==> src/rtl/psram_pkg.sv <==
// Shared definitions for the QPI PSRAM controller and its upstream acquisition sequencer.
package psram_pkg;

  localparam logic [1:0] RW_IDLE  = 2'd0;
  localparam logic [1:0] RW_WRITE = 2'd1;
  localparam logic [1:0] RW_READ  = 2'd2;

  // PAGE_BYTES must stay a power of two; BURST_MAX matches the controller TIMER+1.
  localparam int unsigned PAGE_BYTES = 1024;
  localparam int unsigned BURST_MAX  = 117;

  typedef enum logic [2:0] {
    StIdle,
    StWrIssue,
    StWrWait,
    StWrGap,
    StRdIssue,
    StRdWait
  } seq_state_e;

endpackage

==> src/rtl/psram_addr_tracker.sv <==
// Write-pointer bookkeeping: next word address, page-room test, full/wrap flags, word count.
// PSRAM_RING_WRAP_EN selects circular addressing instead of stopping at ADDR_LAST.
module psram_addr_tracker
  import psram_pkg::*;
#(
  parameter int unsigned       ADDR_W     = 23,
  parameter int unsigned       WORD_BYTES = 2,
  parameter logic [ADDR_W-1:0] ADDR_LAST  = {{(ADDR_W-1){1'b1}}, 1'b0}
) (
  input  logic              clk_PSRAM,
  input  logic              rst_n,
  input  logic              clear,
  input  logic              step,
  output logic [ADDR_W-1:0] next_addr,
  output logic [ADDR_W-1:0] words_written,
  output logic              room_burst,
  output logic              last_word,
  output logic              mem_full,
  output logic              wrapped
);

  localparam int unsigned       PageW = $clog2(PAGE_BYTES);
  localparam logic [ADDR_W-1:0] Step  = ADDR_W'(WORD_BYTES);

  logic [PageW-1:0] page_off;
  logic             at_last;

  assign page_off   = next_addr[PageW-1:0];
  assign at_last    = (next_addr == ADDR_LAST);
  assign room_burst = (32'(page_off) + WORD_BYTES * BURST_MAX) <= PAGE_BYTES;
  // The word at next_addr is the final one before a page or memory boundary.
  assign last_word  = at_last || (page_off == PageW'(PAGE_BYTES - WORD_BYTES));

  always_ff @(posedge clk_PSRAM or negedge rst_n) begin
    if (!rst_n) begin
      next_addr     <= '0;
      words_written <= '0;
      mem_full      <= 1'b0;
    end else if (clear) begin
      next_addr     <= '0;
      words_written <= '0;
      mem_full      <= 1'b0;
    end else if (step && !mem_full) begin
      if (words_written != '1) words_written <= words_written + ADDR_W'(1);
      if (at_last) begin
`ifdef PSRAM_RING_WRAP_EN
        next_addr <= '0;
`else
        mem_full  <= 1'b1;
`endif
      end else begin
        next_addr <= next_addr + Step;
      end
    end
  end

`ifdef PSRAM_RING_WRAP_EN
  logic wrapped_q;
  always_ff @(posedge clk_PSRAM or negedge rst_n) begin
    if (!rst_n)                     wrapped_q <= 1'b0;
    else if (clear)                 wrapped_q <= 1'b0;
    else if (step && at_last)       wrapped_q <= 1'b1;
  end
  assign wrapped = wrapped_q;
`else
  assign wrapped = 1'b0;
`endif

endmodule

==> src/rtl/psram_acq_sequencer.sv <==
// Command sequencer feeding the QPI PSRAM controller: FIFO-driven write bursts and single-word
// readback. Optional circular buffer mode via PSRAM_RING_WRAP_EN (see psram_addr_tracker).
module psram_acq_sequencer
  import psram_pkg::*;
#(
  parameter int unsigned       ADDR_W      = 23,
  parameter int unsigned       WORD_BYTES  = 2,
  parameter logic [ADDR_W-1:0] ADDR_LAST   = {{(ADDR_W-1){1'b1}}, 1'b0},
  parameter int unsigned       CMD_TIMEOUT = 4096
) (
  input  logic              clk_PSRAM,
  input  logic              rst_n,
  input  logic              qpi_on,
  input  logic              acq_start,
  input  logic              acq_stop,
  input  logic              fifo_empty,
  input  logic              rd_req,
  input  logic [ADDR_W-1:0] rd_addr,
  input  logic              endcommand,
  input  logic              next_write,
  output logic [ADDR_W-1:0] address,
  output logic [1:0]        read_write,
  output logic              quad_start,
  output logic              burst_mode,
  output logic              stop_acquisition,
  output logic [ADDR_W-1:0] words_written,
  output logic              busy,
  output logic              mem_full,
  output logic              wrapped,
  output logic              rd_done,
  output logic              cmd_error
);

  localparam int unsigned       TmoW     = $clog2(CMD_TIMEOUT);
  localparam logic [TmoW-1:0]   TmoLast  = TmoW'(CMD_TIMEOUT - 1);
  localparam logic [ADDR_W-1:0] WordMask = {{(ADDR_W-1){1'b1}}, 1'b0};

  seq_state_e        state;
  logic              stop_pend;
  logic [TmoW-1:0]   tmo_cnt;
  logic [ADDR_W-1:0] next_addr;
  logic              room_burst;
  logic              last_word;
  logic              trk_clear;
  logic              trk_step;

  assign trk_clear = (state == StIdle) && qpi_on && acq_start;
  assign trk_step  = (state == StWrWait) && next_write;
  assign busy      = (state != StIdle);
  assign rd_done   = (state == StRdWait) && endcommand;

  psram_addr_tracker #(
    .ADDR_W     (ADDR_W),
    .WORD_BYTES (WORD_BYTES),
    .ADDR_LAST  (ADDR_LAST)
  ) u_addr_tracker (
    .clk_PSRAM     (clk_PSRAM),
    .rst_n         (rst_n),
    .clear         (trk_clear),
    .step          (trk_step),
    .next_addr     (next_addr),
    .words_written (words_written),
    .room_burst    (room_burst),
    .last_word     (last_word),
    .mem_full      (mem_full),
    .wrapped       (wrapped)
  );

  always_ff @(posedge clk_PSRAM or negedge rst_n) begin
    if (!rst_n) begin
      state            <= StIdle;
      address          <= '0;
      read_write       <= RW_IDLE;
      quad_start       <= 1'b0;
      burst_mode       <= 1'b0;
      stop_acquisition <= 1'b1;
      cmd_error        <= 1'b0;
      stop_pend        <= 1'b0;
      tmo_cnt          <= '0;
    end else begin
      quad_start <= 1'b0;
      unique case (state)
        StIdle: begin
          if (qpi_on) begin
            if (acq_start) begin
              stop_pend <= 1'b0;
              state     <= StWrGap;
            end else if (rd_req) begin
              address    <= rd_addr & WordMask;
              read_write <= RW_READ;
              quad_start <= 1'b1;
              state      <= StRdIssue;
            end
          end
        end
        StWrGap: begin
          if (stop_pend || acq_stop || mem_full) begin
            stop_acquisition <= 1'b1;
            state            <= StIdle;
          end else if (!fifo_empty) begin
            address          <= next_addr;
            read_write       <= RW_WRITE;
            quad_start       <= 1'b1;
            burst_mode       <= room_burst;
            stop_acquisition <= 1'b0;
            state            <= StWrIssue;
          end
        end
        StWrIssue: begin
          tmo_cnt <= '0;
          if (acq_stop) stop_acquisition <= 1'b1;
          state <= StWrWait;
        end
        StWrWait: begin
          // Single-word commands and boundary words must not be extended by the controller.
          if (acq_stop || (next_write && (last_word || !burst_mode))) stop_acquisition <= 1'b1;
          if (endcommand) begin
            read_write       <= RW_IDLE;
            burst_mode       <= 1'b0;
            stop_acquisition <= 1'b1;
            state            <= StWrGap;
          end else if (tmo_cnt == TmoLast) begin
            cmd_error        <= 1'b1;
            read_write       <= RW_IDLE;
            burst_mode       <= 1'b0;
            stop_acquisition <= 1'b1;
            state            <= StIdle;
          end else begin
            tmo_cnt <= tmo_cnt + TmoW'(1);
          end
        end
        StRdIssue: begin
          tmo_cnt <= '0;
          state   <= StRdWait;
        end
        StRdWait: begin
          if (endcommand) begin
            read_write <= RW_IDLE;
            state      <= StIdle;
          end else if (tmo_cnt == TmoLast) begin
            cmd_error        <= 1'b1;
            read_write       <= RW_IDLE;
            stop_acquisition <= 1'b1;
            state            <= StIdle;
          end else begin
            tmo_cnt <= tmo_cnt + TmoW'(1);
          end
        end
        default: state <= StIdle;
      endcase
      if (acq_stop && (state inside {StWrGap, StWrIssue, StWrWait})) stop_pend <= 1'b1;
    end
  end

endmodule
==> config.mk <==
export PLATFORM = sky130hd
export DESIGN_NAME = psram_acq_sequencer
export DESIGN_NICKNAME = d
export VERILOG_FILES = /design/src/rtl/psram_pkg.sv /design/src/rtl/psram_addr_tracker.sv /design/src/rtl/psram_acq_sequencer.sv
export SDC_FILE = /design/constraint.sdc
export NUM_CORES = 1
export LEC_CHECK = 0
export ABC_AREA = 0
export BUFFER_PORTS_ARGS = -buffer_cell sky130_fd_sc_hd__buf_4
export CORE_MARGIN = 2
export CORE_UTILIZATION = 51
export CTS_CLUSTER_DIAMETER = 60
export DETAILED_ROUTE_END_ITERATION = 6
export HOLD_SLACK_MARGIN = 0.12
export PLACE_DENSITY_LB_ADDON = 0.15
export SLEW_MARGIN = 0
export SYNTH_ARGS = -nofsm -noshare
export SYNTH_HDL_FRONTEND = slang
export SYNTH_SLANG_ARGS = --single-unit
==> constraint.sdc <==
create_clock -name clk_PSRAM -period 4.3 [get_ports clk_PSRAM]
set_clock_uncertainty 0.2 [all_clocks]
set_input_delay 1.29 -clock clk_PSRAM [delete_from_list [all_inputs] [get_ports clk_PSRAM]]
set_output_delay 1.29 -clock clk_PSRAM [all_outputs]
set_load 0.01 [all_outputs]
* After elaboration in Yosys (flattened, before gate mapping)
Index checks and enable logic that the tools add are counted.
** Operators by class
- Bitwise logic cells :: 1
- Add/sub/neg operators :: 4
- Eq/ne operators :: 25
- Reductions and logical operators :: 41
- Muxes and demuxes :: 59
- Order comparisons :: 1
** Operators with widths (count)
- $mux W23 :: 11
- $pmux W23 S2 :: 1
- $le A32 B11 Y1 const B :: 1
- $mux W1 :: 24
- $mux W12 :: 2
- $mux W3 :: 8
- $pmux W12 S2 :: 1
- $add A23 B1 Y23 const B :: 1
- $add A23 B2 Y23 const B :: 1
- $eq A23 B23 Y1 const B :: 1
- $ne A23 B23 Y1 const B :: 1
- $ne A2 B2 Y1 const B :: 10
- $pmux W3 S6 :: 1
- $reduce_bool A2 Y1 :: 9
- $mux W2 :: 7
- $add A12 B1 Y12 const B :: 1
- $eq A12 B12 Y1 const B :: 1
- $reduce_and A3 Y1 :: 4
- $reduce_and A6 Y1 :: 2
- $add A10 B8 Y11 const B :: 1
- $eq A10 B10 Y1 const B :: 1
- $reduce_bool A3 Y1 :: 3
- $logic_and A1 B1 Y1 :: 7
- $reduce_and A7 Y1 :: 1
- 19 further kinds :: 31
** Word-level totals
- Word-level logic and storage cells :: 143
- Output and inout bits :: 56
- Register bits :: 92

* Depth between registers and ports, before layout
Gate-level depths: netlist of the first run.
- Depth in word-level cells :: 9
- Depth in mapped cells :: 8

* Cells and area by module
A second synthesis of the first run with hierarchy kept.
** Unflattened totals
- Cell total of the unflattened synthesis :: 528
- Area, all modules :: 5036.1 um^2
** By module, submodules not included
- psram_addr_tracker :: cells each 272, instances 1, area an instance 2560.0 um^2, seq. area each 1151.1 um^2
- psram_acq_sequencer :: cells each 256, instances 1, area an instance 2476.1 um^2, seq. area each 1127.3 um^2

* Least setup slack after synthesis of the first run
Ideal clock, no wire load.
- Path kind :: input to output
- From :: input endcommand
- To :: output rd_done
- Data required time :: 2.810 ns
- Data arrival time :: 1.764 ns
- Cell stages on the path :: 3
- Slack :: 1.046 ns
- Cells stage by stage :: clkbuf_1 > inv_1 > nor2_1
** On the way
- Longest elaborated chain between the ends :: 1
** RTL lines
- start, declared :: RTL line psram_acq_sequencer.sv:19 : input logic endcommand,
- $logic_and A1 B1 Y1 :: RTL line psram_acq_sequencer.sv:50 : assign rd_done = (state == StRdWait) && endcommand;
- end, declared :: RTL line psram_acq_sequencer.sv:30 : output logic rd_done,
No other way between the ends.

* Worst setup path after layout of the first run
Same ends and word-level chain as after synthesis.

==> run summary, run 1 <==
Floorplan
* **number of placed I/O pins** 88
* **Floorplan Core Area** 0.009196 mm^2
* **horizontal die dimension** 101.2 um
* **Die Ht** 101.2 um
* **standard-cell row count** 35
* **area of the die** 0.01025 mm^2
* **initial core utilization** 52.44%

Power and ir drop
* **maximum resistive drop on vdd** 0.2454 mV
* **total power divided by cell area** 502.6 mW/mm^2
* **leakage power of the design** 2.550 nW

Worst setup path
* **worst endpoint data arrival time** 1.76 ns
* **terminus of the critical flop-to-flop path** u_addr_tracker.next_addr[6]$_DFFE_PN0P_
* **critical path data required time** 2.81 ns
* **CP endpoint kind** output pin
* **Worst Reg-to-Reg Cells** 5
* **startpoint type of the worst setup path** primary input
* **reg-to-reg startpoint** u_addr_tracker.next_addr[7]$_DFFE_PN0P_
* **Crit Path Class** primary input to output pin
* **worst-path maximum fanout** 9
* **R2R setup slack** 1.31 ns

Synth
* **top flip-flop cell by instance count after synthesis** sky130_fd_sc_hd__dfrtp_1
* **Avg Synthesized Cell Area** 8.768 um^2
* **post-synthesis cell area** 0.004822 mm^2
* **warning count from the yosys run** 0
* **top-area cell type share of the netlist area** 46.19%
* **instance count of the mapped netlist** 550
* **proportion of synthesized chip area in sequential cells** 46.73%
* **register bit count reported by yosys** 90
* **top post-synthesis cells by area** sky130_fd_sc_hd__dfrtp_1 (46%), sky130_fd_sc_hd__nand2_1 (6.3%), sky130_fd_sc_hd__nor2_1 (5.4%), sky130_fd_sc_hd__xnor2_1 (3.3%), sky130_fd_sc_hd__a31oi_1 (3.1%)
* **Distinct cells, synth** 56
* **post-synth top area cell** sky130_fd_sc_hd__dfrtp_1
* **post-synthesis async set-or-reset flop share** 100.0%
* **number of synthesized flops with an enable pin** 0

STA
* **setup_tns** 0 ns
* **final hold viol count** 0
* **max frequency** 307.3 MHz
* **Worst Tran Pin Value** 1.162 ns
* **worst slew margin relative to its limit** 21.70%
* **Finish-stage setup viols** 0
* **ratio of final minimum period to clock period** 75.67%
* **RSZ-0062 raised after global routing** no
* **Tmin final** 3.254 ns
* **Pins Over Slew Limit** 0

Finish
* **leading cell type in the layout, fill and taps excluded** sky130_fd_sc_hd__dfrtp_1
* **number of non-filler instances in the completed layout** 734
* **Syn-to-layout area delta** 18.89%
* **number of nets at the end of the flow** 653
* **fraction of final layout cells sized beyond drive strength 1** 18.14%
* **total inserted antenna cells** 0
* **commonest non-fill, non-tap cells in the layout** sky130_fd_sc_hd__dfrtp_1 (89), sky130_fd_sc_hd__buf_4 (87), sky130_fd_sc_hd__nand2_1 (81)

CTS
* **TritonCTS clock tree** yes
* **number of buffers created by CTS** 9
* **CTS max path bufs** 2
* **cells resized by post-CTS repair** 0
* **clock transition at the register clock pins on the worst setup and hold paths after CTS** 0.09 ns
* **quantity of hold-fixing buffers added after cts** 0
* **Clock Root Buffer** sky130_fd_sc_hd__clkbuf_8
* **number of H-tree levels** 3
* **post-CTS setup repair buffer count** 0
* **total clock sinks** 90
* **clock latency on the worst-skew pair** 0.36 ns

Global route
* **wire length of the first global-routing pass** 19060 um
* **via count of the first global-routing pass** 4060
* **overall overflow remaining after global route** 0
* **maximum number of pins on one net before global-route repair** 91
* **initial antenna violation count** 0
* **global-route usage over all layers** 23.05%

Worst hold path
* **startpoint of the tightest hold check path** cmd_error$_DFFE_PN0P_
* **Min-Delay Path Depth** 1
* **class of the tightest hold or removal check** flop to flop
* **sink of the worst hold path** cmd_error$_DFFE_PN0P_

Route
* **remaining design rule violation count** 0
* **Final Routed Wirelength** 11400 um
* **1st-iter DRT viols** 207
* **Vias** 4345
* **post-route ant nets** 0
* **DR WL/cell** 15.53 um
* **Vias/cell** 5.920
* **number of detailed-route iterations in the first pass** 4

Placement
* **total instance count after detailed placement** 718
* **HPWL after detailed placement** 7993 um
* **Placer Congestion** 0.8221
* **Port Buffers** 84

Status
* **outcome** finished clean

Run
* **Maximum Capacitance Violations** 0

-- critical path, cell delays in order --
cell	delay (ns)
sky130_fd_sc_hd__buf_4	0.14
sky130_fd_sc_hd__inv_1	0.07
sky130_fd_sc_hd__nor2_1	0.13
sky130_fd_sc_hd__buf_4	0.14
-- synth_stat cells (4+ instances only) --
master                      count
sky130_fd_sc_hd__and2_1         6
sky130_fd_sc_hd__xor2_1        10
sky130_fd_sc_hd__xnor2_1       18
sky130_fd_sc_hd__or3_1         11
sky130_fd_sc_hd__nor2_1        69
sky130_fd_sc_hd__nor3_1         9
sky130_fd_sc_hd__nor2b_1        5
sky130_fd_sc_hd__nand2_1       81
sky130_fd_sc_hd__dfrtp_1       89
sky130_fd_sc_hd__a211oi_1       4
sky130_fd_sc_hd__or4_1          7
sky130_fd_sc_hd__a31oi_1       24
sky130_fd_sc_hd__inv_1          8
sky130_fd_sc_hd__o21ai_0       26
sky130_fd_sc_hd__nand3_1       27
sky130_fd_sc_hd__nor4_1         5
sky130_fd_sc_hd__o211ai_1      11
sky130_fd_sc_hd__and4_1         9
sky130_fd_sc_hd__nand4_1       15
sky130_fd_sc_hd__and3_1        10
sky130_fd_sc_hd__a21oi_1       22
sky130_fd_sc_hd__clkbuf_1      27
sky130_fd_sc_hd__o2111ai_1      4
-- metal layers --
metal,vias to the layer above,GRT usage (%),share of wire [%]
li1,2106,-,-
met1,2135,31.74,46
met2,96,38.05,49
met3,8,3.658,4.0
met4,0,6.341,0.84
met5,-,0,0
-- how the worst max path moves through the flow --
stage	endpoint	startpoint	slack, ns	depth (start not counted)
global route	rd_done	state[0]$_DFFE_PN0P_	1.0	4
global placement	rd_done	endcommand	1.06	4
detailed placement	u_addr_tracker.next_addr[6]$_DFFE_PN0P_	next_write	1.05	6
CTS	rd_done	endcommand	1.05	4
finish	rd_done	endcommand	1.05	4
floorplan	rd_done	endcommand	1.05	3
-- flip-flops by register name, summed over array words and instances, names as in the netlist --
name,count
address,22
burst_mode,1
cmd_error,1
quad_start,1
read_write,2
state,3
stop_acquisition,1
stop_pend,1
tmo_cnt,12
u_addr_tracker.mem_full,1
u_addr_tracker.next_addr,22
u_addr_tracker.words_written,23
-- metrics by stage --
step | power [W] | setup WS, ns | hold WS [ns] | util, % | instance area, um^2
6_report | 0.002881 | 1.046 | 0.2727 | 62.34 | 5733
5_1_grt | 0.003085 | 0.9964 | 0.3043 | 62.34 | 5733
4_1_cts | 0.002902 | 1.053 | 0.2808 | 62.34 | 5733
3_5_place_dp | 0.002245 | 1.050 | 0.2598 | 59.88 | 5507
3_3_place_gp | 0.002209 | 1.062 | 0.2541 | 59.88 | 5507
2_1_floorplan | 0.001837 | 1.046 | 0.2770 | - | 4826
-- where the power goes --
group | switching, W | internal, W | leakage [nW] | total, W
logic | 0.000521 | 0.000433 | 1.26 | 0.000954
clock network | 0.000312 | 0.000348 | 0.111 | 0.000660
registers | 0.000223 | 0.00104 | 1.18 | 0.00127
-- final cells by class --
class	count	area (um^2)
well taps	111	138.9
fillers	823	3463
clock inverters	5	85.08
repair buffers	88	673.1
inverters	8	30.03
flip-flops and latches	90	2253
clock buffers	11	141.4
multi-input cells	421	2411
-- kinds of logic (layout without fill, tap and decap cells) --
logic type      Yosys count  after routing  synth area share [%]
simple gates            274            274                 28.62
compound gates          111            111                 14.69
flops                    90             90                 46.73
buf+inv                  40            112                 3.399
xor+xnor                 28             28                 5.086
fa+ha+maj                 3              3                0.7785
mux                       3              3                0.6228
other cells               1              2               0.07777
(Power assumes the default switching activity.)
==> run 2: changes to the inputs <==
==> constraint.sdc (replaced) <==
create_clock -name clk_PSRAM -period 3.05 [get_ports clk_PSRAM]
set_clock_uncertainty 0.2 [all_clocks]
set_input_delay 0.915 -clock clk_PSRAM [delete_from_list [all_inputs] [get_ports clk_PSRAM]]
set_output_delay 0.915 -clock clk_PSRAM [all_outputs]
set_load 0.01 [all_outputs]
==> run 2 against run 1 <==
  * Setup slack got worse by 0.66 ns
  * Hold slack improved by 0.0035 ns
  * Global-route usage increased by 0.22 points
  * Count of clock-buffer cells in the layout decreased by 2
  * Critical path type is now flop to output pin
==> run summary, run 2 (synthesis results as in run 1) <==
Placement
* **dpl cell area** 0.005589 mm^2
* **Placer Congestion** 0.8771
* **HPWL after detailed placement** 8113 um
* **Port Buffers** 84
* **Post-Place Setup Slack** 0.2751 ns

Worst setup path
* **worst endpoint data arrival time** 1.55 ns
* **startpoint type of the worst setup path** flop
* **slowest CP cell** sky130_fd_sc_hd__dfrtp_1
* **CP endpoint kind** output pin
* **most used cell along the critical path** sky130_fd_sc_hd__buf_4
* **Crit Path Class** flop to output pin
* **chain of cells forming the critical path** buf_4, nor3_1, inv_1, buf_4
* **worst-path maximum fanout** 17
* **crit-path max cell delay** 0.39 ns
* **critical path data required time** 1.93 ns

CTS
* **Clock Root Buffer** sky130_fd_sc_hd__clkbuf_8
* **number of H-tree levels** 3
* **TritonCTS clock tree** yes
* **number of buffers created by CTS** 9
* **cells resized by post-CTS repair** 0
* **total clock sinks** 90
* **post-CTS setup repair buffer count** 0
* **clock latency on the worst-skew pair** 0.36 ns
* **CTS max path bufs** 2
* **quantity of hold-fixing buffers added after cts** 0
* **clock transition at the register clock pins on the worst setup and hold paths after CTS** 0.10 ns

Finish
* **fraction of final layout cells sized beyond drive strength 1** 19.72%
* **Post-Layout Inst Area** 0.005791 mm^2
* **combined area of the multi-input logic cells** 0.002411 mm^2
* **leading cell type in the layout, fill and taps excluded** sky130_fd_sc_hd__buf_4
* **Post-Route Utilization** 62.97%
* **register cell area after layout** 0.002253 mm^2
* **number of flip-flops in the largest register** 23
* **commonest non-fill, non-tap cells in the layout** sky130_fd_sc_hd__buf_4 (98), sky130_fd_sc_hd__dfrtp_1 (89), sky130_fd_sc_hd__nand2_1 (81)
* **total inserted antenna cells** 0
* **Syn-to-layout area delta** 20.08%
* **Reg with most FFs** u_addr_tracker.words_written
* **registers with the most flip-flops** u_addr_tracker.words_written (23), address (22), u_addr_tracker.next_addr (22)
* **fill cell instance count of the final layout** 810
* **number of nets at the end of the flow** 664

Power and ir drop
* **switching power as a share of total power** 37.80%
* **internal cell power** 0.002513 W
* **maximum resistive drop on vdd** 0.2970 mV
* **Psw** 0.001527 W
* **total power divided by cell area** 697.6 mW/mm^2
* **portion of total power attributed to combinational logic** 36.2%
* **clock network fraction of total power** 21.0%
* **post-layout power** 0.004040 W
* **leakage power of the design** 2.595 nW
* **share of total power in sequential cells** 42.7%

Route
* **Detail Route met3 WL** 501 um
* **DR WL/cell** 15.39 um
* **post-route ant nets** 0
* **amount of wire on met2 after detailed routing** 5587 um
* **top layer reached by signal wires** met4
* **routed length on met1** 5279 um
* **remaining design rule violation count** 0
* **number of detailed-route iterations in the first pass** 4
* **1st-iter DRT viols** 196
* **Vias** 4359
* **Vias/cell** 5.851
* **Final Routed Wirelength** 11460 um

Floorplan
* **horizontal die dimension** 101.2 um
* **number of placed I/O pins** 88
* **initial core utilization** 52.44%
* **standard-cell row count** 35
* **area of the die** 0.01025 mm^2
* **Floorplan Core Area** 0.009196 mm^2
* **Die Ht** 101.2 um

STA
* **worst slew margin relative to its limit** 50.90%
* **max frequency** 375.9 MHz
* **Tmin final** 2.660 ns
* **final hold viol count** 0
* **ratio of final minimum period to clock period** 87.22%
* **minimum setup slack in the final design** 0.3897 ns
* **Finish-stage setup viols** 0
* **setup_tns** 0 ns
* **Worst Tran Pin Value** 0.7304 ns
* **RSZ-0062 raised after global routing** no
* **Pins Over Slew Limit** 0

Worst hold path
* **class of the tightest hold or removal check** flop to flop

Global route
* **maximum number of pins on one net before global-route repair** 91
* **initial antenna violation count** 0
* **via count of the first global-routing pass** 4117
* **overall overflow remaining after global route** 0
* **global-route usage over all layers** 23.27%
* **wire length of the first global-routing pass** 19340 um

Run
* **Maximum Capacitance Violations** 0

Status
* **outcome** finished clean

==> run 2: cell types whose count changed in the layout (fill, tap and decap cells not counted) <==
cell / previous run / this run
sky130_fd_sc_hd__clkbuf_1: 1 / 0
sky130_fd_sc_hd__o21ai_0: 26 / 25
sky130_fd_sc_hd__o21ai_1: 0 / 1
sky130_fd_sc_hd__clkinv_2: 0 / 1
sky130_fd_sc_hd__clkinv_4: 0 / 2
sky130_fd_sc_hd__clkbuf_8: 10 / 9
sky130_fd_sc_hd__bufinv_16: 2 / 1
sky130_fd_sc_hd__buf_4: 87 / 98
==> run 2: worst max-delay path: cells and delay by family (launching register included) <==
| family | cells | cell delay, ns |
|---|---|---|
| flops | 1 | 0.39 |
| simple gates | 1 | 0.31 |
| buf+inv | 3 | 0.48 |
==> run 2: layout make-up <==
class / count / share of cell area (%)
Tap cell: 111 / 2.398
Clock buffer: 9 / 2.139
Clock inverter: 7 / 1.340
Multi-Input combinational cell: 421 / 41.64
Timing Repair Buffer: 99 / 13.05
Sequential cell: 90 / 38.92
Inverter: 8 / 0.5186
==> run 2: routing by layer <==
| layer | vias to the layer above | global-route usage, % |
|---|---|---|
| met1 | 2117 | 32.35 |
| met4 | 0 | 7.692 |
| met5 | - | 0 |
| li1 | 2131 | - |
| met2 | 103 | 38.05 |
| met3 | 8 | 2.899 |
==> run 2: power groups by stage <==
stage / sequential [W] / clock [W] / combinational (W)
finish: 0.00173 / 0.000850 / 0.00146
global route: 0.00177 / 0.000912 / 0.00165
CTS: 0.00173 / 0.000857 / 0.00148
detailed placement: 0.00175 / 0 / 0.00148
global placement: 0.00173 / 0 / 0.00144
floorplan: 0.00177 / 0 / 0.000818
==> run 2: path summary, 6_finish.rpt <==
check,from,to,slack (ns),depth (start not counted)
min in group asynchronous,rst_n,tmo_cnt[8]$_DFFE_PN0P_,0.36,2
worst min register to register,cmd_error$_DFFE_PN0P_,cmd_error$_DFFE_PN0P_,0.28,1
worst max-delay path,state[1]$_DFFE_PN0P_,busy,0.39,4
max in group asynchronous,rst_n,stop_acquisition$_DFFE_PN1P_,1.84,2
worst max register to register,u_addr_tracker.words_written[0]$_DFFE_PN0P_,u_addr_tracker.words_written[2]$_DFFE_PN0P_,0.52,6
worst min-delay path,cmd_error$_DFFE_PN0P_,cmd_error$_DFFE_PN0P_,0.28,1
==> run 2: through the flow <==
step | hold slack [ns] | std cells
floorplan | 0.2770 | 551
global placement | 0.2524 | 729
global route | 0.3113 | 745
detailed placement | 0.2574 | 729
finish | 0.2761 | 745
CTS | 0.2803 | 745
==> run 3: changes to the inputs <==
--- a/config.mk
+++ b/config.mk
@@ -5,7 +5,7 @@
 export SDC_FILE = /design/constraint.sdc
 export NUM_CORES = 1
 export LEC_CHECK = 0
-export ABC_AREA = 0
+export ABC_AREA = 1
 export BUFFER_PORTS_ARGS = -buffer_cell sky130_fd_sc_hd__buf_4
 export CORE_MARGIN = 2
 export CORE_UTILIZATION = 51
==> run 3 against run 2 <==
  * Utilization shrank 2.5 points
  * Global-route usage grew 1.6 points
  * Total power grew 3.6%
  * Sequential share of layout area shrank 4.2 points
  * Synthesized cell count grew 47%
  * Count of clock-buffer cells in the layout grew 3
  * Critical path depth shrank 1
  * Non-clock buffer count shrank 8
  * First-iteration DRC count grew 83%
  * Register-to-register slack gained 0.09 ns
  * Fmax grew 6.7%
  * Critical endpoint unchanged
  * Largest power group unchanged
==> run summary, run 3 <==
Power and ir drop
* **share of total power in sequential cells** 41.8%
* **maximum resistive drop on vdd** 0.3603 mV
* **portion of total power attributed to combinational logic** 39.4%
* **internal cell power** 0.002484 W
* **Psw** 0.001702 W
* **leakage power of the design** 3.034 nW
* **clock network fraction of total power** 18.9%
* **total power divided by cell area** 644.0 mW/mm^2
* **switching power as a share of total power** 40.66%

Global route
* **wire length of the first global-routing pass** 23600 um
* **maximum number of pins on one net before global-route repair** 46
* **overall overflow remaining after global route** 0
* **global-route usage over all layers** 24.89%
* **initial antenna violation count** 0
* **via count of the first global-routing pass** 5018

STA
* **worst slew margin relative to its limit** 60.85%
* **ratio of final minimum period to clock period** 81.76%
* **setup_tns** 0 ns
* **max frequency** 401.0 MHz
* **tightest hold margin** 0.2646 ns
* **Tmin final** 2.494 ns
* **final hold viol count** 0
* **Finish-stage setup viols** 0
* **RSZ-0062 raised after global routing** no
* **Worst Tran Pin Value** 0.5866 ns
* **Pins Over Slew Limit** 0

Synth
* **post-synth top area cell** sky130_fd_sc_hd__dfrtp_1
* **post-synthesis async set-or-reset flop share** 100.0%
* **most used standard cell by instance count after synthesis** sky130_fd_sc_hd__nand2_1
* **Commonest cells post-synth** sky130_fd_sc_hd__nand2_1 (315), sky130_fd_sc_hd__nor2_1 (115), sky130_fd_sc_hd__dfrtp_1 (89)
* **post-synthesis cell area** 0.005583 mm^2
* **number of synthesized flops with an enable pin** 0
* **top-area cell type share of the netlist area** 39.89%
* **top post-synthesis cells by area** sky130_fd_sc_hd__dfrtp_1 (40%), sky130_fd_sc_hd__nand2_1 (21%), sky130_fd_sc_hd__nor2_1 (7.7%), sky130_fd_sc_hd__nand3_1 (5.4%), sky130_fd_sc_hd__inv_1 (3.4%)
* **warning count from the yosys run** 0
* **Avg Synthesized Cell Area** 6.884 um^2
* **register bit count reported by yosys** 90
* **top flip-flop cell by instance count after synthesis** sky130_fd_sc_hd__dfrtp_1
* **proportion of synthesized chip area in sequential cells** 40.36%
* **instance count of the mapped netlist** 811
* **Distinct cells, synth** 36

Finish
* **number of flip-flops in the largest register** 23
* **total inserted antenna cells** 0
* **fill cell instance count of the final layout** 1043
* **combined area of the multi-input logic cells** 0.002963 mm^2
* **registers with the most flip-flops** u_addr_tracker.words_written (23), address (22), u_addr_tracker.next_addr (22)
* **Syn-to-layout area delta** 16.43%
* **Reg with most FFs** u_addr_tracker.words_written
* **fraction of final layout cells sized beyond drive strength 1** 15.81%
* **commonest non-fill, non-tap cells in the layout** sky130_fd_sc_hd__nand2_1 (315), sky130_fd_sc_hd__nor2_1 (115), sky130_fd_sc_hd__buf_4 (90)
* **register cell area after layout** 0.002253 mm^2
* **number of nets at the end of the flow** 928
* **leading cell type in the layout, fill and taps excluded** sky130_fd_sc_hd__nand2_1

Worst hold path
* **class of the tightest hold or removal check** flop to flop

Placement
* **Placer Congestion** 0.9448
* **HPWL after detailed placement** 10270 um
* **Port Buffers** 84

Worst setup path
* **startpoint type of the worst setup path** flop
* **critical path data required time** 1.93 ns
* **Crit Path Class** flop to output pin
* **slowest CP cell** sky130_fd_sc_hd__dfrtp_1
* **chain of cells forming the critical path** nor2_4, nand2_4, buf_4
* **worst-path maximum fanout** 7
* **crit-path max cell delay** 0.48 ns
* **CP endpoint kind** output pin
* **worst endpoint data arrival time** 1.38 ns
* **kind of cell adding the most delay to the critical path** flip-flops
* **combined buffer and inverter count along the critical path** 1

Floorplan
* **initial core utilization** 51.96%
* **number of placed I/O pins** 88
* **Floorplan Core Area** 0.01075 mm^2
* **area of the die** 0.01180 mm^2
* **horizontal die dimension** 108.6 um
* **standard-cell row count** 38
* **Die Ht** 108.6 um

Route
* **Final Routed Wirelength** 13700 um
* **DR WL/cell** 13.19 um
* **Vias** 5430
* **remaining design rule violation count** 0
* **post-route ant nets** 0
* **number of detailed-route iterations in the first pass** 5
* **1st-iter DRT viols** 359
* **Vias/cell** 5.231

Run
* **Maximum Capacitance Violations** 0

CTS
* **Clock Root Buffer** sky130_fd_sc_hd__clkbuf_8
* **post-CTS setup repair buffer count** 0
* **total clock sinks** 90
* **clock transition at the register clock pins on the worst setup and hold paths after CTS** 0.08 ns
* **clock latency on the worst-skew pair** 0.37 ns
* **number of H-tree levels** 3
* **cells resized by post-CTS repair** 0
* **CTS max path bufs** 2
* **quantity of hold-fixing buffers added after cts** 0
* **TritonCTS clock tree** yes
* **number of buffers created by CTS** 9

Status
* **outcome** finished clean

run 3: final cells by class:
| cell class | instances | share of cell area (%) |
|---|---|---|
| clock buffers | 12 | 2.541 |
| clock inverters | 4 | 0.3850 |
| inverters | 58 | 3.426 |
| multi-input cells | 643 | 45.58 |
| flip-flops and latches | 90 | 34.67 |
| well taps | 140 | 2.695 |
| repair buffers | 91 | 10.70 |
run 3: worst paths after layout:
| path | start | endpoint | slack (ns) | depth (start not counted) |
|---|---|---|---|---|
| max | state[1]$_DFFE_PN0P_ | busy | 0.56 | 3 |
| min | stop_acquisition$_DFFE_PN1P_ | stop_acquisition$_DFFE_PN1P_ | 0.26 | 2 |
| max reg2reg | u_addr_tracker.words_written[1]$_DFFE_PN0P_ | u_addr_tracker.words_written[19]$_DFFE_PN0P_ | 0.61 | 10 |
| min reg2reg | stop_acquisition$_DFFE_PN1P_ | stop_acquisition$_DFFE_PN1P_ | 0.26 | 2 |
| max in group asynchronous | rst_n | address[15]$_DFFE_PN0P_ | 1.73 | 2 |
| min in group asynchronous | rst_n | tmo_cnt[7]$_DFFE_PN0P_ | 0.27 | 1 |
run 3: routing by layer:
metal  track usage, %  vias to the layer above  wire, um
li1                 -                     2767         -
met1            36.87                     2481      6746
met2            36.96                      164      5980
met3            3.228                       18       763
met4            9.799                        0       205
met5                0                        -         0
run 3: worst min-delay path, cell delays in order, from the launching register on:
cell and delay, ns:
sky130_fd_sc_hd__dfstp_2 0.38, sky130_fd_sc_hd__nand2_1 0.05, sky130_fd_sc_hd__nand2_1 0.04
run 3: cell families after synthesis:
logic type,synth area share [%]
AND/OR/NAND/NOR,40.50
XOR/XNOR,3.451
buffers and inverters,6.634
flip-flops,40.36
adder cells (fa/ha/maj),0.6724
other,0.06717
AO/OA/AOI/OAI,8.315
run 3: through the flow:
step	worst slack, ns	power, W	instances	utilization (%)	area, um^2
floorplan	0.8263	0.002813	812	-	5587
global placement	0.5039	0.003388	1022	58.72	6310
detailed placement	0.4927	0.003427	1022	58.72	6310
CTS	0.5353	0.004229	1038	60.49	6500
global route	0.3301	0.004517	1038	60.49	6500
finish	0.5562	0.004186	1038	60.49	6500
run 3: power by group through the flow:
| stage | combinational (W) | sequential (W) | clock (W) |
|---|---|---|---|
| floorplan | 0.00100 | 0.00181 | 0 |
| global placement | 0.00163 | 0.00176 | 0 |
| detailed placement | 0.00166 | 0.00177 | 0 |
| CTS | 0.00166 | 0.00175 | 0.000822 |
| global route | 0.00186 | 0.00179 | 0.000863 |
| finish | 0.00165 | 0.00175 | 0.000790 |
